File: src/rtl/ga_pkg.sv
// rtl/ga_pkg.sv - shared types, widths and seed helpers for the ga campaign controller
package ga_pkg;

    localparam logic [31:0] SEED_STEP_DEFAULT = 32'h9E3779B9;

    typedef enum logic [2:0] {
        IDLE,
        RST,
        RUN,
        CAPTURE,
        NEXT
    } run_ctrl_state_t;

    function automatic int fitness_width(input int chrom_width);
        return (chrom_width + 1) * 3;
    endfunction

    // The ga rng locks up on an all-zero seed, so zero is replaced by one.
    function automatic logic [31:0] nonzero_seed(input logic [31:0] s);
        return (s == 32'h0) ? 32'h1 : s;
    endfunction

endpackage

File: src/rtl/ga_seed_gen.sv
// rtl/ga_seed_gen.sv - per-run seed register: load, additive step, zero substitution
module ga_seed_gen
    import ga_pkg::*;
#(
    parameter logic [31:0] SEED_STEP = SEED_STEP_DEFAULT
) (
    input  logic        clk,         // clock
    input  logic        reset,       // synchronous, active-high
    input  logic        load,        // load load_value as the raw seed
    input  logic [31:0] load_value,  // seed of run 0
    input  logic        step,        // advance raw seed by SEED_STEP
    output logic [31:0] seed         // effective (never zero once loaded) seed
);

    // The raw sequence is kept separately so that substituting 1 for 0 does
    // not shift the seeds of the following runs.
    logic [31:0] raw;
    logic [31:0] raw_next;

    always_comb begin
        raw_next = raw;
        if (load) begin
            raw_next = load_value;
        end else if (step) begin
            raw_next = raw + SEED_STEP;
        end
    end

    always_ff @(posedge clk) begin
        if (reset) begin
            raw  <= 32'h0;
            seed <= 32'h0;
        end else if (load || step) begin
            raw  <= raw_next;
            seed <= nonzero_seed(raw_next);
        end
    end

endmodule

File: src/rtl/ga_run_ctrl.sv
// rtl/ga_run_ctrl.sv - runs the ga core RUNS times with distinct seeds and keeps the overall best
module ga_run_ctrl
    import ga_pkg::*;
#(
    parameter int          CHROM_WIDTH   = 16,
    parameter int          FITNESS_WIDTH = fitness_width(CHROM_WIDTH),
    parameter int          RUNS          = 8,
    parameter int          RESET_CYCLES  = 4,
    parameter int          TIMEOUT       = 65535,
    parameter logic [31:0] SEED_STEP     = SEED_STEP_DEFAULT,
    localparam int         RUN_W         = (RUNS > 1) ? $clog2(RUNS) : 1
) (
    input  logic                     clk,          // clock
    input  logic                     reset,        // synchronous, active-high
    input  logic                     start,        // campaign start pulse, ignored while busy
    input  logic [31:0]              base_seed,    // seed of run 0
    output logic                     ga_reset,     // reset to ga core
    output logic [31:0]              ga_seed,      // seed to ga core
    input  logic [CHROM_WIDTH-1:0]   ga_best,      // ga best chromosome
    input  logic [FITNESS_WIDTH-1:0] ga_best_fit,  // ga best fitness
    input  logic                     ga_finished,  // ga run complete (level)
    output logic                     busy,         // campaign in progress
    output logic                     done,         // campaign complete, held
    output logic                     run_valid,    // one pulse per completed run
    output logic [CHROM_WIDTH-1:0]   best,         // overall best chromosome
    output logic [FITNESS_WIDTH-1:0] best_fit,     // overall best fitness
    output logic [RUN_W-1:0]         best_run,     // run that produced best
    output logic [RUN_W:0]           timeouts      // runs abandoned by timeout
);

    localparam int TMO_W = $clog2(TIMEOUT);
    localparam int RST_W = $clog2(RESET_CYCLES);

    run_ctrl_state_t state;
    run_ctrl_state_t state_next;

    logic [RUN_W-1:0] run_idx;
    logic [TMO_W-1:0] tmo_cnt;
    logic [RST_W-1:0] rst_cnt;

    logic rst_done;
    logic tmo_hit;
    logic last_run;
    logic accept;

    assign rst_done = (rst_cnt == RST_W'(RESET_CYCLES - 1));
    assign tmo_hit  = (tmo_cnt == TMO_W'(TIMEOUT - 1));
    assign last_run = (run_idx == RUN_W'(RUNS - 1));
    assign accept   = (state == IDLE) && start;

    ga_seed_gen #(
        .SEED_STEP (SEED_STEP)
    ) u_seed_gen (
        .clk        (clk),
        .reset      (reset),
        .load       (accept),
        .load_value (base_seed),
        .step       ((state == NEXT) && !last_run),
        .seed       (ga_seed)
    );

    always_ff @(posedge clk) begin
        if (reset) begin
            state <= IDLE;
        end else begin
            state <= state_next;
        end
    end

    // A finish seen on the last timeout cycle still wins over the timeout.
    always_comb begin
        state_next = state;
        case (state)
            IDLE:    if (start) state_next = RST;
            RST:     if (rst_done) state_next = RUN;
            RUN: begin
                if (ga_finished) begin
                    state_next = CAPTURE;
                end else if (tmo_hit) begin
                    state_next = NEXT;
                end
            end
            CAPTURE: state_next = NEXT;
            NEXT:    state_next = last_run ? IDLE : RST;
            default: state_next = IDLE;
        endcase
    end

    always_ff @(posedge clk) begin
        if (reset) begin
            ga_reset  <= 1'b1;
            busy      <= 1'b0;
            done      <= 1'b0;
            run_valid <= 1'b0;
            best      <= '0;
            best_fit  <= '0;
            best_run  <= '0;
            timeouts  <= '0;
            run_idx   <= '0;
            tmo_cnt   <= '0;
            rst_cnt   <= '0;
        end else begin
            // The ga is only released while running or being captured, so
            // ga_reset rises in NEXT, two cycles after ga_finished.
            ga_reset  <= !((state_next == RUN) || (state_next == CAPTURE));
            run_valid <= (state == RUN) && ga_finished;
            case (state)
                IDLE: begin
                    if (start) begin
                        best     <= '0;
                        best_fit <= '0;
                        best_run <= '0;
                        timeouts <= '0;
                        done     <= 1'b0;
                        busy     <= 1'b1;
                        run_idx  <= '0;
                        rst_cnt  <= '0;
                    end
                end
                RST: begin
                    if (rst_done) begin
                        rst_cnt <= '0;
                        tmo_cnt <= '0;
                    end else begin
                        rst_cnt <= rst_cnt + RST_W'(1);
                    end
                end
                RUN: begin
                    tmo_cnt <= tmo_cnt + TMO_W'(1);
                    if (!ga_finished && tmo_hit) begin
                        timeouts <= timeouts + (RUN_W + 1)'(1);
                    end
                end
                CAPTURE: begin
                    // Strict compare: ties keep the earlier run.
                    if ((run_idx == '0) || (ga_best_fit > best_fit)) begin
                        best     <= ga_best;
                        best_fit <= ga_best_fit;
                        best_run <= run_idx;
                    end
                end
                NEXT: begin
                    if (last_run) begin
                        busy <= 1'b0;
                        done <= 1'b1;
                    end else begin
                        run_idx <= run_idx + RUN_W'(1);
                    end
                end
                default: ;
            endcase
        end
    end

endmodule

File: config.mk
export PLATFORM = sky130hd
export DESIGN_NAME = ga_run_ctrl
export DESIGN_NICKNAME = d
export VERILOG_FILES = /design/src/rtl/ga_pkg.sv /design/src/rtl/ga_seed_gen.sv /design/src/rtl/ga_run_ctrl.sv
export SDC_FILE = /design/constraint.sdc
export NUM_CORES = 1
export LEC_CHECK = 0
export ABC_AREA = 1
export CAP_MARGIN = 0
export CORE_MARGIN = 2
export CORE_UTILIZATION = 30
export DETAILED_ROUTE_END_ITERATION = 10
export SKIP_LAST_GASP = 1
export SYNTH_ARGS = -nofsm -noshare
export SYNTH_HDL_FRONTEND = slang
export SYNTH_SLANG_ARGS = --single-unit
File: constraint.sdc
create_clock -name clk -period 2.79 [get_ports clk]
set_clock_uncertainty 0.2 [all_clocks]
set_input_delay 0.558 -clock clk [delete_from_list [all_inputs] [get_ports clk]]
set_output_delay 0.558 -clock clk [all_outputs]
set_load 0.005 [all_outputs]
# == Word-level counts from Yosys, hierarchy flattened ==
# Index checks and enable logic that the tools add are counted.
# totals
register_bits,166
inputBits,103
out_inout_bits,110
word_cells,93
# op_classes
add_sub_neg,5
order_cmp,1
eq_ne,15
n_mux,34
n_reduce_logical,24
# op_table
operator,count
two-way mux 51 bit,2
case mux 51 bit (2 select lines),1
two-way mux 32 bit,3
case mux 16 bit (2 select lines),2
greater-than comparator 51 bit,1
two-way mux 16 bit,3
"adder 32 bit, second input constant",1
logical NOT 32 bit,1
two-way mux 3 bit,7
"adder 16 x 1 -> 16 bit, second input constant",1
"== test 16 bit, second input constant",1
case mux 3 bit (5 select lines),1
"== test 3 x 2 -> 1 bit, second input constant",4
case mux 3 bit (2 select lines),2
AND reduction 3 bit,4
"!= test 2 bit, second input constant",5
nonzero test 2 bit,5
two-way mux 4 bit,2
case mux 4 bit (2 select lines),1
"== test 3 bit, second input constant",2
logical NOT 3 bit,2
two-way mux 1 bit,5
"adder 4 x 1 -> 4 bit, second input constant",1
logical AND 1 bit,4
other kinds (11),18

# == Longest topological paths before layout ==
# Gate-level depths: netlist of the first run.
# depth
depth_word,7
depth_mapped,19

# == Hierarchy ==
# Synthesis of the first run repeated with hierarchy kept, for this count alone.
# hier_totals
hier_cells,1634
hier_area_um2,10294.9
# by_module_without_submodules
module,n_inst,cells_each,area_each_um2,seq_area_each_um2
ga_run_ctrl,1,963,6297.3,2042.0
ga_seed_gen,1,671,3997.6,1281.2

# == Worst setup path before layout of the first run ==
# Ideal clock, no wire load.
# synth_path
kind,input-to-reg
start,input ga_best_fit[36]
end,register best[3]
setup_ns,0.071
arrival_ns,2.107
slack_ns,0.412
path_stages,14
path_buffers,1
path_cell_list,ha_1 > nand2_1 > inv_1 > o21ai_0 > a21oi_1 > o21ba_2 > nor2_1 > nand3_1 > nand2_1 > nand2_1 > nand2_1 > buf_2 > nand2_1 > a21oi_1
# synth_between
elab_chain_len,4
# synth_rtl
element,line_no,rtl
from (decl),ga_run_ctrl.sv:20,"input logic [FITNESS_WIDTH-1:0] ga_best_fit,"
greater-than comparator 51 bit,ga_run_ctrl.sv:136,if ((run_idx == '0) || (ga_best_fit > best_fit)) begin
logical OR 1 bit,ga_run_ctrl.sv:136,
!= test 2 bit (no source line),-,
AND reduction 3 bit (no source line),-,
to (signal assigned),ga_run_ctrl.sv:137,best <= ga_best;
to (decl),ga_run_ctrl.sv:25,"output logic [CHROM_WIDTH-1:0] best,"
# No other way between the ends.
# A chain may end at the register's enable or synchronous reset.

# == Final worst setup path of the first run ==
# layout_path
start,input ga_best_fit[49]
end,register best_fit[14]
# layout_between
elab_chain_len,4
# layout_rtl
element,line_no,rtl
greater-than comparator 51 bit,ga_run_ctrl.sv:136,
logical OR 1 bit,ga_run_ctrl.sv:136,
!= test 2 bit (no source line),-,
AND reduction 3 bit (no source line),-,
to (signal assigned),ga_run_ctrl.sv:138,best_fit <= ga_best_fit;
to (decl),ga_run_ctrl.sv:26,"output logic [FITNESS_WIDTH-1:0] best_fit,"
# No other way between the ends.

==> results of run 1 <==
[sequential cells by signal (all words and copies together) (netlist names), 2 cells and up]
register	cells
best	16
best_fit	51
best_run	3
rst_cnt	2
run_idx	3
state	3
timeouts	4
tmo_cnt	16
u_seed_gen.raw	32
u_seed_gen.seed	32
[layout make-up]
class / count / area (µm²)
diodes: 2 / 5.005
clock buffers: 25 / 495.5
clock inverters: 7 / 117.6
fillers: 3077 / 16920
inverters: 158 / 598.1
multi-input cells: 1034 / 5356
flip-flops and latches: 166 / 3323
well taps: 396 / 495.5
repair buffers: 327 / 3274
[cells in the final DEF (no fill, tap or decap), types with 6 or more instances in the layout]
master,n
o21ai_1,6
ha_4,6
nand2_2,6
o21ai_0,32
nand3_1,176
clkdlybuf4s50_1,205
nor2_1,108
inv_1,150
buf_4,95
a211oi_1,6
or2_2,14
a21oi_1,160
buf_12,8
nand3_2,7
dlymetal6s2s_1,6
nand2_1,392
ha_1,52
nand4_1,14
dfxtp_1,166
clkbuf_16,26
nor3_1,9
nor2_2,9
inv_2,7
[cell families after synthesis]
kind of cell,after synthesis,share of synthesized area
AND/OR/NAND/NOR,749,0.3420
flip-flops,166,0.3572
buffers and inverters,218,0.09320
XOR/XNOR,2,0.001883
AO/OA/AOI/OAI,223,0.1264
adder cells (fa/ha/maj),59,0.07934
[cells in the mapped netlist, drive strengths merged]
master   number  area, µm²
ha           59      738.2
nand4        14      87.58
nand3       184      938.4
nor2        118      450.4
xor2          2      17.52
a2111oi       1      8.760
clkbuf       32      120.1
a21oi       165      829.6
a311oi        1      8.760
a221oi        3      26.28
o21ai        38      190.2
a211oi        6      45.04
inv         158      593.1
o211ai        5      37.54
a31oi         2      12.51
nand3b        3      22.52
nand2       400       1504
dfxtp       166       3323
o21ba         1      10.01
buf          28      153.9
a22oi         1      7.510
or2          14      87.58
nor3         11      60.06
and3          3      18.77
nor4          2      12.51
[worst max-delay path, stage by stage]
cell	delay, ns
clkdlybuf4s50_1	0.44
ha_1	0.31
nand2_1	0.08
nor2_2	0.12
nand4_1	0.21
o21ba_4	0.28
nor2_1	0.03
nand3_1	0.10
nand2_2	0.09
nand2_8	0.15
nand2_8	0.12
buf_12	0.18
nand2_1	0.08
a21oi_2	0.06
[power by group]
| group | switching (mW) | total, mW | internal [mW] |
|---|---|---|---|
| sequential | 0.0656 | 2.51 | 2.44 |
| clock | 1.04 | 2.54 | 1.50 |
| combinational | 0.578 | 1.11 | 0.530 |
| total | 1.68 | 6.15 | 4.47 |
[path summary, 6_finish.rpt]
kind / start / end / slack (ns) / cells past startpoint
worst min-delay path: best[8] / best[8] / 0.26 / 2
worst max register to register: best_fit[6] / best_fit[49] / 0.17 / 15
worst max-delay path: ga_best_fit[49] / best_fit[14] / 0.05 / 14
worst min register to register: best[8] / best[8] / 0.26 / 2
[what timing repair did]
action / CTS / global route
pin swaps: 0 / 24
setup endpoints to repair: 27 / 71
setup buffers: 0 / 3
cloned: 0 / 12
gates resized for setup: 2 / 54
[per-layer routing]
layer,up-vias,routed length (µm)
li1,5203,-
met1,4691,15700
met2,269,14950
met3,34,1582
met4,0,692
met5,-,0
[per-stage QoR]
| step | cell area [µm²] | total power [mW] | TNS [ns] | cells |
|---|---|---|---|---|
| final | 13670 | 6.154 | 0 | 2115 |
| after global routing | 13670 | 6.426 | -2.755 | 2115 |
| after CTS | 13120 | 6.142 | 0 | 2098 |
| after detailed placement | 12500 | 3.583 | -30.72 | 2066 |
| after global placement | 12500 | 3.578 | -26.50 | 2066 |
| after floorplan | 9304 | 3.024 | 0 | 1417 |
==> results.md, run 1 <==
* Status: finished clean
* Slew at the pin closest to its max-slew limit at 0.8442 ns
* DR vias/cell at 4.821
* # IOs at 213
* Dpl hpwl at 22.77 mm
* CTS max path bufs at 2
* Setup violators final at 0
* Port Buffers at 212
* Final Slew Violations at 0
* Vias in the first global route at 9335
* Mean post-synth cell area at 6.566 µm²
* Power density cells at 450.3 nW/µm²
* Final Hold Fails at 0
* Row Count at 64
* Avg WL per Cell at 15.57 µm
* Hold Crit Class: flip-flop to flip-flop
* CTS Buf Count at 17
* Yosys reg bits at 166
* Initial Utilization at 0.3042
* Kind of critical path: primary input to flip-flop
* Sequential fraction of the synthesis area at 0.3572
* CTS Sinks at 166
* Grt met3 use at 0.03375
* Post-Place Worst Slack at -0.5133 ns
* CP Data Required Time at 2.90 ns
* Leak at 5.477 nW
* Post-Route WL at 32.93 mm
* Mapped Area at 9304 µm²
* RSZ-0062 raised after global routing: yes
* TritonCTS clock tree: yes
* Clk_lat worst skew at 0.45 ns
* Met1 GRT Util at 0.2545
* Routed Antenna Nets at 0
* Antenna violations before repair at 2
* Final worst slack at 0.05392 ns
* Rel. slew slack at 0.4372
* Reg clk slew, reported paths at 0.07 ns
* Gr ovfl total at 0
* Root buf cell: clkbuf_16
* Syn_nets at 1579
* Core area at 30590 µm²
* H-tree depth at 4
* Most used routing layer: met2
* Nets at 1866
* Layout area overhead at 46.88%
* First drt pass iteration count at 5
* Critical path arrival at 2.85 ns
* CP endpoint kind: flip-flop
* Die W at 180.1 µm
* Total number of vias at 10200
* Largest net degree at the start of global routing at 83
* Global-route wire length before repair at 49.26 mm
* Worst Setup Start Kind: primary input
* YS warnings at 0
* RD Place Congestion at 0.9560
* Worst hold slack at 0.2574 ns
* Residual DRC at 0
* Layout Utilization at 0.4467
* Share of cells above drive strength 1 at 0.1217
* Die height at 180.1 µm
* Count of different cell masters after synthesis at 35
* Tcrit/Tclk final at 0.9807
* Die area at 32440 µm²
* Max-cap violations at 0
* Post-layout min period at 2.736 ns
* Post-CTS Hold Buffers at 0
* Overall routing resource usage at 0.1883
* Initial DRC Count at 670
* VDD IR-drop max at 387.3 µV
* Cell count after synthesis at 1417
* Highest Clock Rate at 365.5 MHz
* Met2 usage at 0.3008
* Worst-path maximum fanout at 9
Power figures use the tool's default switching activity.
==> run 2, diff against run 1 <==
Clock period 2.79 ns to 3.25 ns, I/O delays scaled along.
==> results.md, run 2 (same netlist as run 1, synthesis figures left out) <==
* Largest net degree at the start of global routing at 74 (was 83)
* Kind of critical path: primary input to flip-flop (unchanged)
* PostCTS Resize Cnt at 0 (was 2)
* Hold Crit Class: flip-flop to flip-flop (unchanged)
* Die W at 180.1 µm (unchanged)
* CTS Sinks at 166 (unchanged)
* VDD IR-drop max at 331.2 µV (was 387.3 µV)
* Die height at 180.1 µm (unchanged)
* Overall routing resource usage at 0.1869 (was 0.1883)
* Post-Route WL at 30.78 mm (was 32.93 mm)
* CTS max path bufs at 2 (unchanged)
* Dpl hpwl at 22.73 mm (was 22.77 mm)
* Top Family by Delay on Critical Path: simple AND/OR/NAND/NOR gates (unchanged)
* Fin area at 12500 µm² (was 13670 µm²)
* Total number of vias at 9790 (was 10200)
* Routed Antenna Nets at 0 (unchanged)
* CP Data Required Time at 3.40 ns (was 2.90 ns)
* Tcrit/Tclk final at 0.9007
* Final Slew Violations at 0 (unchanged)
* # IOs at 213 (unchanged)
* Setup violators final at 0 (unchanged)
* Final Hold Fails at 0 (unchanged)
* Initial Utilization at 0.3042 (unchanged)
* Commonest non-fill, non-tap cells in the layout: nand2_1 (397), clkdlybuf4s50_1 (211), nand3_1 (182) (was nand2_1 (392), clkdlybuf4s50_1 (205), nand3_1 (176))
* RSZ-0062 raised after global routing: no (was yes)
* Port Buffers at 212 (unchanged)
* Dpl cells at 1990 (was 2066)
* DR vias/cell at 4.839 (was 4.821)
* Crit path buf inv count at 3 (was 2)
* Max reg flops at 51 (unchanged)
* Status: finished clean (unchanged)
* CP endpoint kind: flip-flop (unchanged)
* Root buf cell: clkbuf_16 (unchanged)
* First drt pass iteration count at 5 (unchanged)
* Worst hold slack at 0.2607 ns (was 0.2574 ns)
* Clk_lat worst skew at 0.43 ns (was 0.45 ns)
* Row Count at 64 (unchanged)
* Worst Setup Start Kind: primary input (unchanged)
* Placed Area at 11940 µm² (was 12500 µm²)
* Highest Clock Rate at 341.6 MHz
* Most common cell after layout, fill and taps aside: nand2_1 (unchanged)
* Max-cap violations at 0 (unchanged)
* Regs by FF count: best_fit: 51 flops, u_seed_gen.raw: 32 flops, u_seed_gen.seed: 32 flops (unchanged)
* Die area at 32440 µm² (unchanged)
* CTS Buf Count at 17 (unchanged)
* H-tree depth at 4 (unchanged)
* Residual DRC at 0 (unchanged)
* Rel. slew slack at 0.4385 (was 0.4372)
* RD Place Congestion at 0.9055 (was 0.9560)
* Layout Cells excl Fill at 2023 (was 2115)
* Post-CTS Hold Buffers at 0 (unchanged)
* Antenna violations before repair at 1 (was 2)
* Avg WL per Cell at 15.21 µm (was 15.57 µm)
* Power density cells at 391.4 nW/µm² (was 450.3 nW/µm²)
* Worst-path maximum fanout at 25 (was 9)
* Nets at 1775 (was 1866)
* Share of cells above drive strength 1 at 0.05351 (was 0.1217)
* FILL cells at 3219 (was 3077)
* Reg clk slew, reported paths at 0.07 ns (about the same)
* Post-CTS setup buffers at 0 (unchanged)
* Slowest stage delay, CP at 0.43 ns (was 0.44 ns)
* Leak at 4.861 nW (was 5.477 nW)
* Largest register by flop count: best_fit (unchanged)
* Gr ovfl total at 0 (unchanged)
* Core area at 30590 µm² (unchanged)
* Critical path arrival at 3.07 ns (was 2.85 ns)
* TritonCTS clock tree: yes (unchanged)
* Critical-path cell list: clkdlybuf4s50_1 > ha_1 > nand2_1 > nor2_1 > nand4_1 > o21ba_2 > nor2_1 > nand3_1 > nand2_1 > nand2_2 > buf_4 > buf_12 > nand3_1 > a21oi_1 (was clkdlybuf4s50_1 > ha_1 > nand2_1 > nor2_2 > nand4_1 > o21ba_4 > nor2_1 > nand3_1 > nand2_2 > nand2_8 > nand2_8 > buf_12 > nand2_1 > a21oi_2)
* Layout area overhead at 34.35% (was 46.88%)
* Global-route wire length before repair at 49.42 mm (was 49.26 mm)
* Initial DRC Count at 560 (was 670)
* Post-layout min period at 2.927 ns
* CP max-delay cell: clkdlybuf4s50_1 (unchanged)
* Slew at the pin closest to its max-slew limit at 0.8423 ns (was 0.8442 ns)
* Vias in the first global route at 9291 (was 9335)
==> run 2: stage by stage <==
step / setup TNS [ns] / total power [mW] / setup slack (ns) / utilization
3_5_place_dp: -3.090 / 2.978 / -0.07620 / 0.3905
3_3_place_gp: -1.044 / 2.973 / -0.03715 / 0.3905
5_1_grt: 0 / 5.114 / 0.1116 / 0.4086
6_report: 0 / 4.892 / 0.3228 / 0.4086
4_1_cts: 0 / 4.944 / 0.3242 / 0.4085
2_1_floorplan: 0 / 2.596 / 0.7801 / -
==> run 2: metal layers <==
metal | vias up | wire length, µm | track usage
met5 | - | 0 | 0
li1 | 5028 | - | -
met2 | 232 | 13620 | 0.2929
met4 | 0 | 690 | 0.06258
met1 | 4498 | 15190 | 0.2601
met3 | 32 | 1271 | 0.03173
==> run 2: where the power goes <==
group	internal [mW]	switching, mW	total [mW]	leakage, nW
Sequential	2.09	0.0564	2.15	1.35
Combinational	0.337	0.448	0.785	3.25
Clock	1.03	0.925	1.96	0.265
Total	3.46	1.43	4.89	4.86
==> run 2: tightest hold or removal path, cell delays in order, from the launching register on <==
cell and delay [ns]:
dfxtp_1 0.31, nand2_1 0.06, a21oi_1 0.05
==> run 2: layout make-up <==
| type | count | area (µm²) | area share |
|---|---|---|---|
| Antenna cell | 1 | 2.502 | 0.0002002 |
| Clock buffer | 20 | 456.7 | 0.03654 |
| Clock inverter | 12 | 96.34 | 0.007708 |
| Inverter | 158 | 593.1 | 0.04745 |
| Multi-Input combinational cell | 1033 | 5125 | 0.4100 |
| Sequential cell | 166 | 3323 | 0.2659 |
| Tap cell | 396 | 495.5 | 0.03964 |
| Timing Repair Buffer | 237 | 2407 | 0.1926 |
==> run 2: final timing paths <==
path	startpoint	to	slack, ns	depth (start not counted)
hold / removal	best[0]	best[0]	0.26	2
hold reg to reg	best[0]	best[0]	0.26	2
setup / recovery	ga_best_fit[50]	best_fit[1]	0.32	14
setup reg to reg	run_idx[0]	u_seed_gen.seed[0]	0.43	17
